## config.mk

```make
export PLATFORM = sky130hd
export DESIGN_NAME = addsub_seq
export DESIGN_NICKNAME = d
export VERILOG_FILES = /design/src/rtl/addsub_seq.sv
export SDC_FILE = /design/constraint.sdc
export NUM_CORES = 1
export LEC_CHECK = 0
export CAP_MARGIN = 10
export CELL_PAD_IN_SITES_DETAIL_PLACEMENT = 1
export CELL_PAD_IN_SITES_GLOBAL_PLACEMENT = 1
export CORE_UTILIZATION = 30
export CTS_CLUSTER_DIAMETER = 80
export DETAILED_ROUTE_END_ITERATION = 12
export PLACE_DENSITY_LB_ADDON = 0.08
export SLEW_MARGIN = 20
export SYNTH_ARGS = -nofsm -noshare
export SYNTH_HDL_FRONTEND = slang
export SYNTH_SLANG_ARGS = --single-unit
```

## constraint.sdc

```tcl
create_clock -name clk -period 5.15 [get_ports clk]
set_clock_uncertainty 0.15 [all_clocks]
set_input_delay 1.03 -clock clk [delete_from_list [all_inputs] [get_ports clk]]
set_output_delay 1.03 -clock clk [all_outputs]
set_load 0.05 [all_outputs]
```

## src/rtl/addsub_seq.sv

```systemverilog
// addsub_seq: multi-cycle WIDTH-bit adder/subtractor producing NZCV flags.
// Each RUN cycle adds one CHUNK-bit slice, LSB slice first, and ripples the
// carry through a register. This keeps the per-cycle carry chain CHUNK bits long.
// Valid/ready handshake on both sides. Reset is asynchronous and active-low.
// Optional feature macro: ADDSUB_SEQ_SAT_EN adds a 'saturate' input. When that
// input is set and the operation overflows, the result is clamped on entry to DONE.
module addsub_seq #(
  parameter int WIDTH = 64,
  parameter int CHUNK = 16
) (
  input  logic             clk,
  input  logic             reset,
  input  logic             in_valid,
  output logic             in_ready,
  input  logic             sub,
  input  logic [WIDTH-1:0] A,
  input  logic [WIDTH-1:0] B,
`ifdef ADDSUB_SEQ_SAT_EN
  input  logic             saturate,
`endif
  output logic             out_valid,
  input  logic             out_ready,
  output logic [WIDTH-1:0] result,
  output logic             negative,
  output logic             zero,
  output logic             overflow,
  output logic             carry_out
);

  localparam int NCHUNK = WIDTH / CHUNK;
  localparam int CW     = (NCHUNK > 1) ? $clog2(NCHUNK) : 1;
  localparam logic [CW-1:0] LAST = CW'(NCHUNK - 1);

  if ((WIDTH % CHUNK) != 0 || NCHUNK < 1 || NCHUNK > 64) begin : g_bad_params
    $error("addsub_seq: WIDTH must be a multiple of CHUNK with 1..64 chunks");
  end

  typedef enum logic [1:0] {IDLE, RUN, DONE} state_t;

  state_t           state;
  logic [WIDTH-1:0] a_reg;
  logic [WIDTH-1:0] b_reg;      // B already inverted for subtraction
  logic [CW-1:0]    cnt;
  logic             carry;
  logic             zero_acc;   // 1 while every chunk summed so far was zero
`ifdef ADDSUB_SEQ_SAT_EN
  logic             sat_reg;
`endif

  logic [CHUNK-1:0] a_chunk;
  logic [CHUNK-1:0] b_chunk;
  logic [CHUNK:0]   chunk_sum;
  logic             last_chunk;
  logic             msb_carry_in;
  logic             raw_overflow;
  logic             do_clamp;
  logic [WIDTH-1:0] clamp_value;

  // Slice adder for the current chunk plus last-chunk flag derivation.
  always_comb begin
    // NOTE: every output of this block gets a default first so no latch is inferred.
    a_chunk      = a_reg[cnt*CHUNK +: CHUNK];
    b_chunk      = b_reg[cnt*CHUNK +: CHUNK];
    chunk_sum    = {1'b0, a_chunk} + {1'b0, b_chunk} + {{CHUNK{1'b0}}, carry};
    last_chunk   = (cnt == LAST);
    // Carry into the MSB is recovered from the MSB sum bit and its two addends.
    msb_carry_in = a_chunk[CHUNK-1] ^ b_chunk[CHUNK-1] ^ chunk_sum[CHUNK-1];
    raw_overflow = msb_carry_in ^ chunk_sum[CHUNK];
    // Clamp toward A's sign: 0111..1 for non-negative A, 1000..0 for negative A.
    clamp_value  = {a_reg[WIDTH-1], {(WIDTH-1){~a_reg[WIDTH-1]}}};
`ifdef ADDSUB_SEQ_SAT_EN
    do_clamp     = sat_reg & last_chunk & raw_overflow;
`else
    do_clamp     = 1'b0;
`endif
  end

  // Control FSM with datapath registers and registered handshake outputs.
  always_ff @(posedge clk or negedge reset) begin
    if (!reset) begin
      state     <= IDLE;
      in_ready  <= 1'b1;
      out_valid <= 1'b0;
      result    <= '0;
      negative  <= 1'b0;
      zero      <= 1'b0;
      overflow  <= 1'b0;
      carry_out <= 1'b0;
      cnt       <= '0;
      carry     <= 1'b0;
      zero_acc  <= 1'b0;
      a_reg     <= '0;
      b_reg     <= '0;
`ifdef ADDSUB_SEQ_SAT_EN
      sat_reg   <= 1'b0;
`endif
    end else begin
      // NOTE: non-blocking assignments so every register samples pre-edge values.
      unique case (state)
        IDLE: begin
          if (in_valid && in_ready) begin
            a_reg    <= A;
            b_reg    <= sub ? ~B : B;
            carry    <= sub;       // the +1 of the two's-complement negate
            cnt      <= '0;
            zero_acc <= 1'b1;
`ifdef ADDSUB_SEQ_SAT_EN
            sat_reg  <= saturate;
`endif
            in_ready <= 1'b0;
            state    <= RUN;
          end
        end
        RUN: begin
          if (do_clamp) begin
            result <= clamp_value;
          end else begin
            result[cnt*CHUNK +: CHUNK] <= chunk_sum[CHUNK-1:0];
          end
          carry    <= chunk_sum[CHUNK];
          zero_acc <= zero_acc & ~|chunk_sum[CHUNK-1:0];
          if (last_chunk) begin
            overflow  <= raw_overflow;
            carry_out <= chunk_sum[CHUNK];
            negative  <= do_clamp ? clamp_value[WIDTH-1] : chunk_sum[CHUNK-1];
            zero      <= do_clamp ? 1'b0 : (zero_acc & ~|chunk_sum[CHUNK-1:0]);
            out_valid <= 1'b1;
            state     <= DONE;
          end else begin
            cnt <= cnt + 1'b1;
          end
        end
        DONE: begin
          if (out_ready) begin
            out_valid <= 1'b0;
            in_ready  <= 1'b1;
            state     <= IDLE;
          end
        end
        default: state <= IDLE;
      endcase
    end
  end

endmodule

```

==> summary by stage <==
Synthesis
The unique cell type count in the Yosys netlist is 61. The cell area after technology mapping is 9710 um^2. In the synthesized netlist the async set-or-reset flop fraction comes to 100%. After synthesis, flip-flops and latches occupy 52.6% of the total area. The dominant synthesized flop cell is dfrtp_1. The average size of a mapped cell is 10.5 um^2. The synthesized netlist cell count is 922. The yosys synthesis warning count is 0. The number of nets in the synthesized netlist is 1078. Counting flops with a built-in enable in the synthesized netlist gives 0. The flip-flop and latch count after synthesis is 204.

Global routing
The number of antenna violations at the first check in global routing is 0. The global-route congestion overflow total is 0. The first-pass GRT wire length is 45200 um.

The largest net degree at the start of global routing is 121. The global-route usage over all layers is 17.6%. The number of global-route vias before repair is 7741.

Die
Measured along the y axis, the die boundary spans 182 um. From left edge to right edge, the die measures 182 um. The initial utilization of the core area, before any placement, comes to 30.6%. Pin placement for this block handled 203 I/O pins. The area of the die is 33100 um^2. The region available for standard cell placement spans 31700 um^2. After floorplanning, the core was divided into 65 placement rows.

Worst setup path
Counting both buffers and inverters, the worst setup path holds a total of 1. The worst setup path startpoint is cnt[0]. The biggest cell delay along the critical path is 0.57 ns. The sort of element at the end of the critical path is a flop. The required time at the worst-slack endpoint is 5.43 ns. The kind of critical path is flop to flop. The largest delay contributor family on the critical path is simple AND/OR/NAND/NOR gates. The signal on the critical path passes through buf_4 -> mux4_2 -> ha_1 -> a21o_1 -> o21bai_4 -> xor2_1 -> or4_1 -> nor3b_1 -> nand4b_1 -> o31ai_2. For the worst flop-to-flop path, the logic depth is 10.

The source of the worst register-to-register timing path is cnt[0]. The setup check on the worst reg-to-reg path leaves a slack of 1.07 ns. On the critical path, the stage with the largest delay is an instance of dfrtp_2. The destination of the critical timing path is zero_acc. STA classifies the critical path startpoint as a flop. The endpoint identified for the worst register-to-register timing path is zero_acc.

The arrival time reported for the critical path endpoint is 4.36 ns. Of all nets on the critical path, the largest fanout is 20. The number of cells on the critical path is 10.

Placement
The routability congestion estimate is 0.833. After detailed placement, the design holds a cell count of 1484. Detailed placement finished with a half-perimeter wire length of 20600 um. The number of buffers added on ports is 202. The cell area after placement is 12200 um^2.

Timing
The number of setup violations in the final report is 0. The highest attainable clock frequency is 245 MHz. Setup repair after global routing left no endpoint under its margin. The part of the cycle the worst path needs is 79.2%. At the pin with the least slew margin, the transition time is 1.00 ns. The worst slew margin relative to its limit is 33.2%. The clock period could shrink to 4.08 ns. The number of pins exceeding their max-slew limit in the final report was 0. The number of hold-slack violations in the final timing report was 0. The setup TNS after final layout is 0 ns.

Finish
The filler cell count is 3492. The area added between synthesis and finish is 33.6%. After the flow finishes, the layout carries non-filler instances totaling 1530. The share of post-route cells with drive strength above 1 is 9.67%. The net count of the finished layout is 1265.

Summing all non-filler instances in the final layout gives an area of 13000 um^2.

Detailed routing
Once detail routing completed, the nets flagged for antenna violations numbered 0. The number of search-and-repair iterations in the first detailed-routing pass is 5. The post-detailed-routing wire length is 28300 um. Using the TritonRoute via totals, the vias-per-cell ratio works out to 4.76.

The wire length per cell is 18.5 um. The number of DRC violations after detailed routing is 0. In this run, the number of DRC markers left after iteration 0 of detailed routing was 427. The via total after detailed routing is 7285.

Clock network
The clock passes through at most 3 buffers. The count of hold buffers inserted by post-cts repair is 0. The number of resized instances in the post-cts repair step is 0. The number of buffers inserted during clock tree synthesis is 25.

For this design, the sink count on the clock tree is 204. CTS placed an instance of clkbuf_16 at the clock tree root. TritonCTS built the clock tree. After clock tree synthesis, the clock-pin slew on the worst setup and hold paths is 0.06 ns.

The clock insertion delay at the later pin of the skew report is 0.52 ns. The number of levels in the clock H-tree is 1. The total setup buffers inserted after CTS is 0.

Power
Across the VDD grid, the largest voltage drop is 0.195 mV. The overall power after layout is 3510 uW. The areal power density over the cells is 270 nW/um^2.

In this run the static leakage power is 0.00591 uW.

Worst hold path
The path category of the worst min-delay check is flop to flop.

Job
The count of maximum capacitance violations is 0.

Status
The flow ran to the end, and the final reports show no timing, DRC or antenna violations.
[per-layer routing]
metal	up-vias	wire (um)	share of wire [%]	track usage (%)
met5	-	0	0	0
li1	3540	-	-	-
met4	0	495	1.7	3.56
met3	28	1030	3.6	2.41
met2	174	13400	47	29.4
met1	3543	13400	47	24.5
[worst min-delay path by stage]
stage | endpoint | startpoint | depth (start not counted) | slack (ns)
after floorplan | a_reg[32] | a_reg[32] | 2 | 0.29
after global placement | a_reg[15] | a_reg[15] | 2 | 0.31
after detailed placement | a_reg[38] | a_reg[38] | 2 | 0.31
after CTS | a_reg[38] | a_reg[38] | 2 | 0.33
after global routing | b_reg[4] | b_reg[4] | 2 | 0.34
final | a_reg[38] | a_reg[38] | 2 | 0.32
[worst register-to-register path, stage by stage (launching register included)]
cell and delay [ns]:
dfrtp_2 0.57, buf_4 0.46, mux4_2 0.58, ha_1 0.38, a21o_1 0.24, o21bai_4 0.21
xor2_1 0.24, or4_1 0.57, nor3b_1 0.23, nand4b_1 0.18, o31ai_2 0.19
[cell usage after synthesis, types with 2 or more instances]
master     count  area share [%]
nand3_1        3            0.15
and3_1         3            0.19
a21oi_1       17            0.88
a21o_1         5            0.39
mux4_2        32             7.4
nand2_1      291              11
a22o_1        48             4.3
o31ai_2        2            0.26
o211ai_1       2            0.15
nand4_1        2            0.13
fa_1           2            0.41
ha_1          21             2.7
o21ai_0       83             4.3
nor3b_1        2            0.15
xnor2_1       69             6.2
or3_1          4            0.26
nor3_1         4            0.21
a2111oi_0      2            0.18
o21ai_1        2            0.10
buf_1         10            0.39
clkbuf_1      41             1.6
and2_1         2            0.13
nor2_1        10            0.39
buf_2          2            0.10
dfrtp_1      203              52
o21a_1         3            0.23
inv_1         14            0.54
xor2_1         6            0.54
a22o_2         4            0.41
or4_1          2            0.15
[through the flow]
step           worst slack, ns  hold slack [ns]  util [%]
6_report                  1.07            0.321      40.9
5_1_grt                  0.712            0.344      40.9
4_1_cts                  0.993            0.325      40.9
3_5_place_dp              1.01            0.310      38.3
3_3_place_gp              1.13            0.305      38.3
2_1_floorplan            0.730            0.290         -
[final cells by class]
class	instances	area (um^2)	area share (%)
Clock buffer	38	764	5.90
Tap cell	402	503	3.88
Inverter	15	56.3	0.434
Clock inverter	7	41.3	0.318
Antenna cell	1	2.50	0.0193
Timing Repair Buffer	213	2120	16.3
Sequential cell	204	5110	39.4
Multi-Input combinational cell	650	4370	33.7
[cell usage in the layout (no fill, tap or decap), types with 3 or more instances in the layout]
cell type,netlist,routed
o21a_1,3,3
clkbuf_16,0,25
buf_4,0,11
xor2_1,6,6
nor2_1,10,10
mux4_2,32,32
and3_1,3,3
or3_1,4,4
inv_1,14,14
a22o_2,4,4
dfrtp_1,203,201
nand2_1,291,291
a22o_1,48,48
o21ai_0,83,83
a21o_1,5,5
nand3_1,3,3
nor3_1,4,4
clkinv_2,0,5
a21oi_1,17,17
xnor2_1,69,69
clkbuf_8,0,10
ha_1,21,21
clkbuf_1,41,4
clkdlybuf4s50_1,0,200
[power by group]
part	total (uW)	internal [uW]	switching [uW]
clock network	1700	1020	682
registers	1600	1600	0
logic	202	121	80.9
total	3510	2740	763
[cell families after synthesis]
kind of cell / share of synthesized area [%]
and+or+nand+nor: 14.0
DFF: 52.6
adders and majority gates: 3.12
xor gates and xnor gates: 6.93
AOI/OAI and AO/OA: 13.1
buffers and inverters: 2.66
muxes: 7.64
Power figures use the tool's default switching activity.
